[src/rtl/hier_node_bcast.sv]
// Hierarchy node: broadcasts one upstream command to NUM_CHILD children and aggregates their done/err completions.
// Optional BUSY timeout is compiled in with `define HIER_NODE_TIMEOUT_EN.
module hier_node_bcast #(
    parameter int NUM_CHILD   = 5,
    parameter int DATA_W      = 32,
    parameter int SEQ_W       = 8,
    parameter int TIMEOUT_CYC = 1024
) (
    input  logic                 clk,
    input  logic                 rst,
    input  logic [NUM_CHILD-1:0] child_en,
    input  logic                 up_cmd_valid,
    output logic                 up_cmd_ready,
    input  logic [DATA_W-1:0]    up_cmd_data,
    output logic [NUM_CHILD-1:0] dn_cmd_valid,
    input  logic [NUM_CHILD-1:0] dn_cmd_ready,
    output logic [DATA_W-1:0]    dn_cmd_data,
    input  logic [NUM_CHILD-1:0] dn_done,
    input  logic [NUM_CHILD-1:0] dn_err,
    output logic                 up_rsp_valid,
    input  logic                 up_rsp_ready,
    output logic                 up_rsp_err,
    output logic [NUM_CHILD-1:0] up_rsp_err_mask,
    output logic [SEQ_W-1:0]     up_rsp_seq,
    output logic                 up_rsp_timeout,
    output logic                 busy
);
    typedef enum logic [1:0] {IDLE, BUSY, RESP} state_t;

    state_t               state_reg, state_next;
    logic [NUM_CHILD-1:0] active_reg, active_next;
    logic [NUM_CHILD-1:0] issued_reg, issued_next;
    logic [NUM_CHILD-1:0] done_reg, done_next;
    logic [NUM_CHILD-1:0] err_reg, err_next;
    logic [DATA_W-1:0]    data_reg, data_next;
    logic [SEQ_W-1:0]     seq_reg, seq_next;
    logic                 timeout_reg, timeout_next;
    logic [NUM_CHILD-1:0] done_hit, err_hit;
    logic                 complete;
    logic                 tmo_hit;

    // A done only counts for an active child whose command was issued in an earlier cycle.
    generate
        for (genvar gi = 0; gi < NUM_CHILD; gi++) begin : g_child
            assign done_hit[gi] = (state_reg == BUSY) & dn_done[gi] & active_reg[gi]
                                  & issued_reg[gi] & ~done_reg[gi];
            assign err_hit[gi]  = done_hit[gi] & dn_err[gi];
        end
    endgenerate

    assign complete = ((done_reg | done_hit) == active_reg);

`ifdef HIER_NODE_TIMEOUT_EN
    localparam int CNT_W = $clog2(TIMEOUT_CYC + 1);
    logic [CNT_W-1:0] cnt_reg, cnt_next;

    // Counter holds k-1 during the k-th BUSY cycle, so the limit is hit on BUSY cycle TIMEOUT_CYC.
    assign tmo_hit = (state_reg == BUSY) && (cnt_reg == CNT_W'(TIMEOUT_CYC - 1)) && !complete;

    always_comb begin
        cnt_next = cnt_reg;
        if (state_reg == IDLE)
            cnt_next = '0;
        else if (state_reg == BUSY)
            cnt_next = cnt_reg + 1'b1;
    end

    always_ff @(posedge clk) begin
        if (rst)
            cnt_reg <= '0;
        else
            cnt_reg <= cnt_next;
    end
`else
    // Feature compiled out: the node never times out.
    assign tmo_hit = (TIMEOUT_CYC < 0);
`endif

    always_ff @(posedge clk) begin
        if (rst) begin
            state_reg   <= IDLE;
            active_reg  <= '0;
            issued_reg  <= '0;
            done_reg    <= '0;
            err_reg     <= '0;
            data_reg    <= '0;
            seq_reg     <= '0;
            timeout_reg <= 1'b0;
        end else begin
            state_reg   <= state_next;
            active_reg  <= active_next;
            issued_reg  <= issued_next;
            done_reg    <= done_next;
            err_reg     <= err_next;
            data_reg    <= data_next;
            seq_reg     <= seq_next;
            timeout_reg <= timeout_next;
        end
    end

    always_comb begin
        state_next = state_reg;
        case (state_reg)
            IDLE:    if (up_cmd_valid) state_next = (child_en == '0) ? RESP : BUSY;
            BUSY:    if (complete || tmo_hit) state_next = RESP;
            RESP:    if (up_rsp_ready) state_next = IDLE;
            default: state_next = IDLE;
        endcase
    end

    always_comb begin
        active_next  = active_reg;
        issued_next  = issued_reg;
        done_next    = done_reg;
        err_next     = err_reg;
        data_next    = data_reg;
        seq_next     = seq_reg;
        timeout_next = timeout_reg;
        case (state_reg)
            IDLE: begin
                if (up_cmd_valid) begin
                    data_next   = up_cmd_data;
                    active_next = child_en;
                    issued_next = '0;
                    done_next   = '0;
                    err_next    = '0;
                end
            end
            BUSY: begin
                issued_next = issued_reg | (active_reg & ~issued_reg & dn_cmd_ready);
                done_next   = done_reg | done_hit;
                err_next    = err_reg | err_hit;
                if (tmo_hit) begin
                    err_next     = err_reg | err_hit | (active_reg & ~done_next);
                    timeout_next = 1'b1;
                end
            end
            RESP: begin
                if (up_rsp_ready) begin
                    seq_next     = seq_reg + 1'b1;
                    timeout_next = 1'b0;
                end
            end
            default: ;
        endcase
    end

    always_comb begin
        up_cmd_ready    = (state_reg == IDLE);
        busy            = (state_reg != IDLE);
        dn_cmd_valid    = (state_reg == BUSY) ? (active_reg & ~issued_reg) : '0;
        up_rsp_valid    = (state_reg == RESP);
        up_rsp_err_mask = (state_reg == RESP) ? err_reg : '0;
        up_rsp_err      = |up_rsp_err_mask;
        up_rsp_timeout  = timeout_reg;
        dn_cmd_data     = data_reg;
        up_rsp_seq      = seq_reg;
    end
endmodule

[config.mk]
export PLATFORM = sky130hd
export DESIGN_NAME = hier_node_bcast
export DESIGN_NICKNAME = d
export VERILOG_FILES = /design/src/rtl/hier_node_bcast.sv
export SDC_FILE = /design/constraint.sdc
export NUM_CORES = 1
export LEC_CHECK = 0
export CAP_MARGIN = 10
export CORE_AREA = 2 2 81 83
export DETAILED_ROUTE_END_ITERATION = 16
export DIE_AREA = 0 0 83 85
export PLACE_DENSITY = 0.75
export SYNTH_ARGS = -nofsm -noshare
export SYNTH_HDL_FRONTEND = slang
export SYNTH_SLANG_ARGS = --single-unit
[constraint.sdc]
create_clock -name clk -period 1.66 [get_ports clk]
set_input_delay 0.249 -clock clk [delete_from_list [all_inputs] [get_ports clk]]
set_output_delay 0.249 -clock clk [all_outputs]
set_load 0.005 [all_outputs]
==> summary.txt <==
Avg Inst Size Synth = 7.91 sq um
# hold bufs at CTS = 0
Area contributors post-synth = dfxtp_1 50%, nand2_1 13%, a21oi_1 9.7%
met1 WL = 3.02 mm
Post-synth ARST share = 0%
Max-Cap Viols = 0
num ports = 111
failing checks = setup timing
CP required = 1.41 ns
mux cell area share after synthesis = 0.406%
dpl cell area = 3770 sq um
pins over their slew limit = 0
Clock Sink Count = 62
met2 wire len = 3.15 mm
met3 WL = 658 um
status = finished with violations
# port buffers = 109
die height = 85 um
Max Fanout on Critical Path = 6
largest family of logic cells by synthesized area = simple AND/OR/NAND/NOR gates
share of cells above drive strength 1 = 15.9%
Remaining Overflow, GRT = 0
arrival time of the worst setup path = 1.56 ns
startpoint types = register
drt via density = 4.88
cell with the most instances after synthesis = nand2_1
drt total wl = 6.91 mm
All-Layer GR Usage = 19.4%
final routed DRC violation total = 0
LEAKAGE = 1.61 nW
CTS Root Cell = clkbuf_8
TritonCTS Buffers = 9
# setup viols final = 6
htree depth = 3
Pwr Density = 1030 nW/um^2
worst setup margin = -0.144 ns
Core Region = 6200 sq um
crit path cell chain = nor2b_4 > and2_4 > or4b_1 > buf_2
fmax = 0.554 GHz
first-pass GRT wire length = 11.3 mm
fin nets = 499
post-synth top area share = 50.3%
dpl ws = -0.190 ns
area grow syn2layout = 64.2%
clock latency on the worst-skew pair = 0.33 ns
Worst Setup End Kind = output port
maximum clock path buffer count = 2
Layout fillers = 527
vias in the first global route = 2417
Ant. Diodes = 0
RD Place Congestion = 0.824
Vias = 2556
FP Rows = 29
First-pass DRT Iterations = 4
Yosys warnings = 0
Final Skew = 0.0104 ns
min cycle time layout = 1.80 ns
Tcrit/Tclk final = 109%
initial antenna violation count = 0
CTS tree = built
sequential share of the synthesized area = 50.3%
Post-DRT Antenna Nets = 0
post-synth cell types = 33
final hold vios = 0
Post-Synth Simple-Gate Area = 26.7%
maximum VDD drop = 636 uV
die span in x = 83 um
Post-Syn Area = 2470 sq um
critical path type = reg -> out
Seq cells post-synth = 62
CP max stage delay = 0.50 ns
post-DP HPWL = 4.79 mm
post-synthesis xor/xnor area fraction = 2.48%
Syn Nets = 369
clock slew at reported path FFs = 0.06 ns
Die ar. = 7060 sq um
largest net degree at the start of global routing = 38
post-route cell area = 4050 sq um
top post-synthesis cells by count = 88 x nand2_1, 62 x dfxtp_1, 48 x a21oi_1
Starting Density = 39.8%
drt initial violations = 75
Main synth FF type = dfxtp_1
cell taking the most area after synthesis = dfxtp_1
compound-gate portion of the synthesized area = 15.0%
EDFF count, synth = 0
Syn Inst Count = 312
min-delay worst type = in -> reg
max layer used = met4
CP max stage cell = or4b_1
routed len/inst = 13.2 um
Total Power = 0.00417 W
RSZ-0062 raised after global routing = yes
hold_ws = 0.286 ns
Post-Synth Adder-Cell Area = 0.507%
max FFs per register = 32
## worst max-delay path: cells and delay by family (launching register included)
kind | cells | cell delay [ns]
buffers and inverters | 1 | 0.14
flip-flops | 1 | 0.32
AND/OR/NAND/NOR | 3 | 0.78
## cell families after synthesis
family / after synthesis
DFF: 62
adders and majority gates: 1
other: 1
muxes: 1
AOI/OAI and AO/OA: 64
buffers and inverters: 26
xor gates and xnor gates: 7
and+or+nand+nor: 150
## cells in the final DEF, fill, tap and decap left out, drive strengths merged, types with 6 or more instances in the layout
master	instances
clkdlybuf4s50	94
nand2	88
dfxtp	62
a21oi	48
buf	37
nor2	27
clkbuf	16
and2	7
inv	6
nand3	6
## layout make-up
class / count / area (sq um) / area share, %
Clock buffer: 14 / 183 / 4.51
Clock inverter: 2 / 37.5 / 0.926
Inverter: 6 / 22.5 / 0.556
Multi-Input combinational cell: 224 / 1170 / 28.9
Sequential cell: 62 / 1240 / 30.7
Tap cell: 77 / 96.3 / 2.38
Timing Repair Buffer: 139 / 1300 / 32.0
## report_power, final
group          total [W]  internal (W)  switching, W
clock            0.00143      0.000859      0.000569
sequential       0.00168       0.00161     0.0000723
combinational    0.00106      0.000585      0.000476
total            0.00417       0.00305       0.00112
## path summary, 6_finish.rpt
kind	start	cells past startpoint	to	slack (ns)
setup / recovery	state_reg[1]	4	up_rsp_err	-0.14
hold / removal	rst	2	err_reg[0]	0.29
hold reg to reg	dn_cmd_data[19]	2	dn_cmd_data[19]	0.45
setup reg to reg	state_reg[1]	7	state_reg[0]	-0.03
## layer usage
metal  up-vias  GRT usage, %
li1       1301             -
met4         0          5.96
met2        94          30.9
met3         9          7.98
met5         -             0
met1      1152          24.3
## timing repair
item,in CTS,in global routing
setup buffers,1,5
pin swaps,11,11
gates resized for setup,47,14
setup endpoints to repair,15,15
## metrics by stage
stage                     util, %  instances  TNS [ns]
after floorplan                 -        312         0
after global placement       60.7        503    -0.461
after detailed placement     60.7        503    -0.612
after CTS                    64.4        520    -0.285
after global routing         65.3        524    -0.832
final                        65.3        524    -0.251
Power figures use the tool's default switching activity.
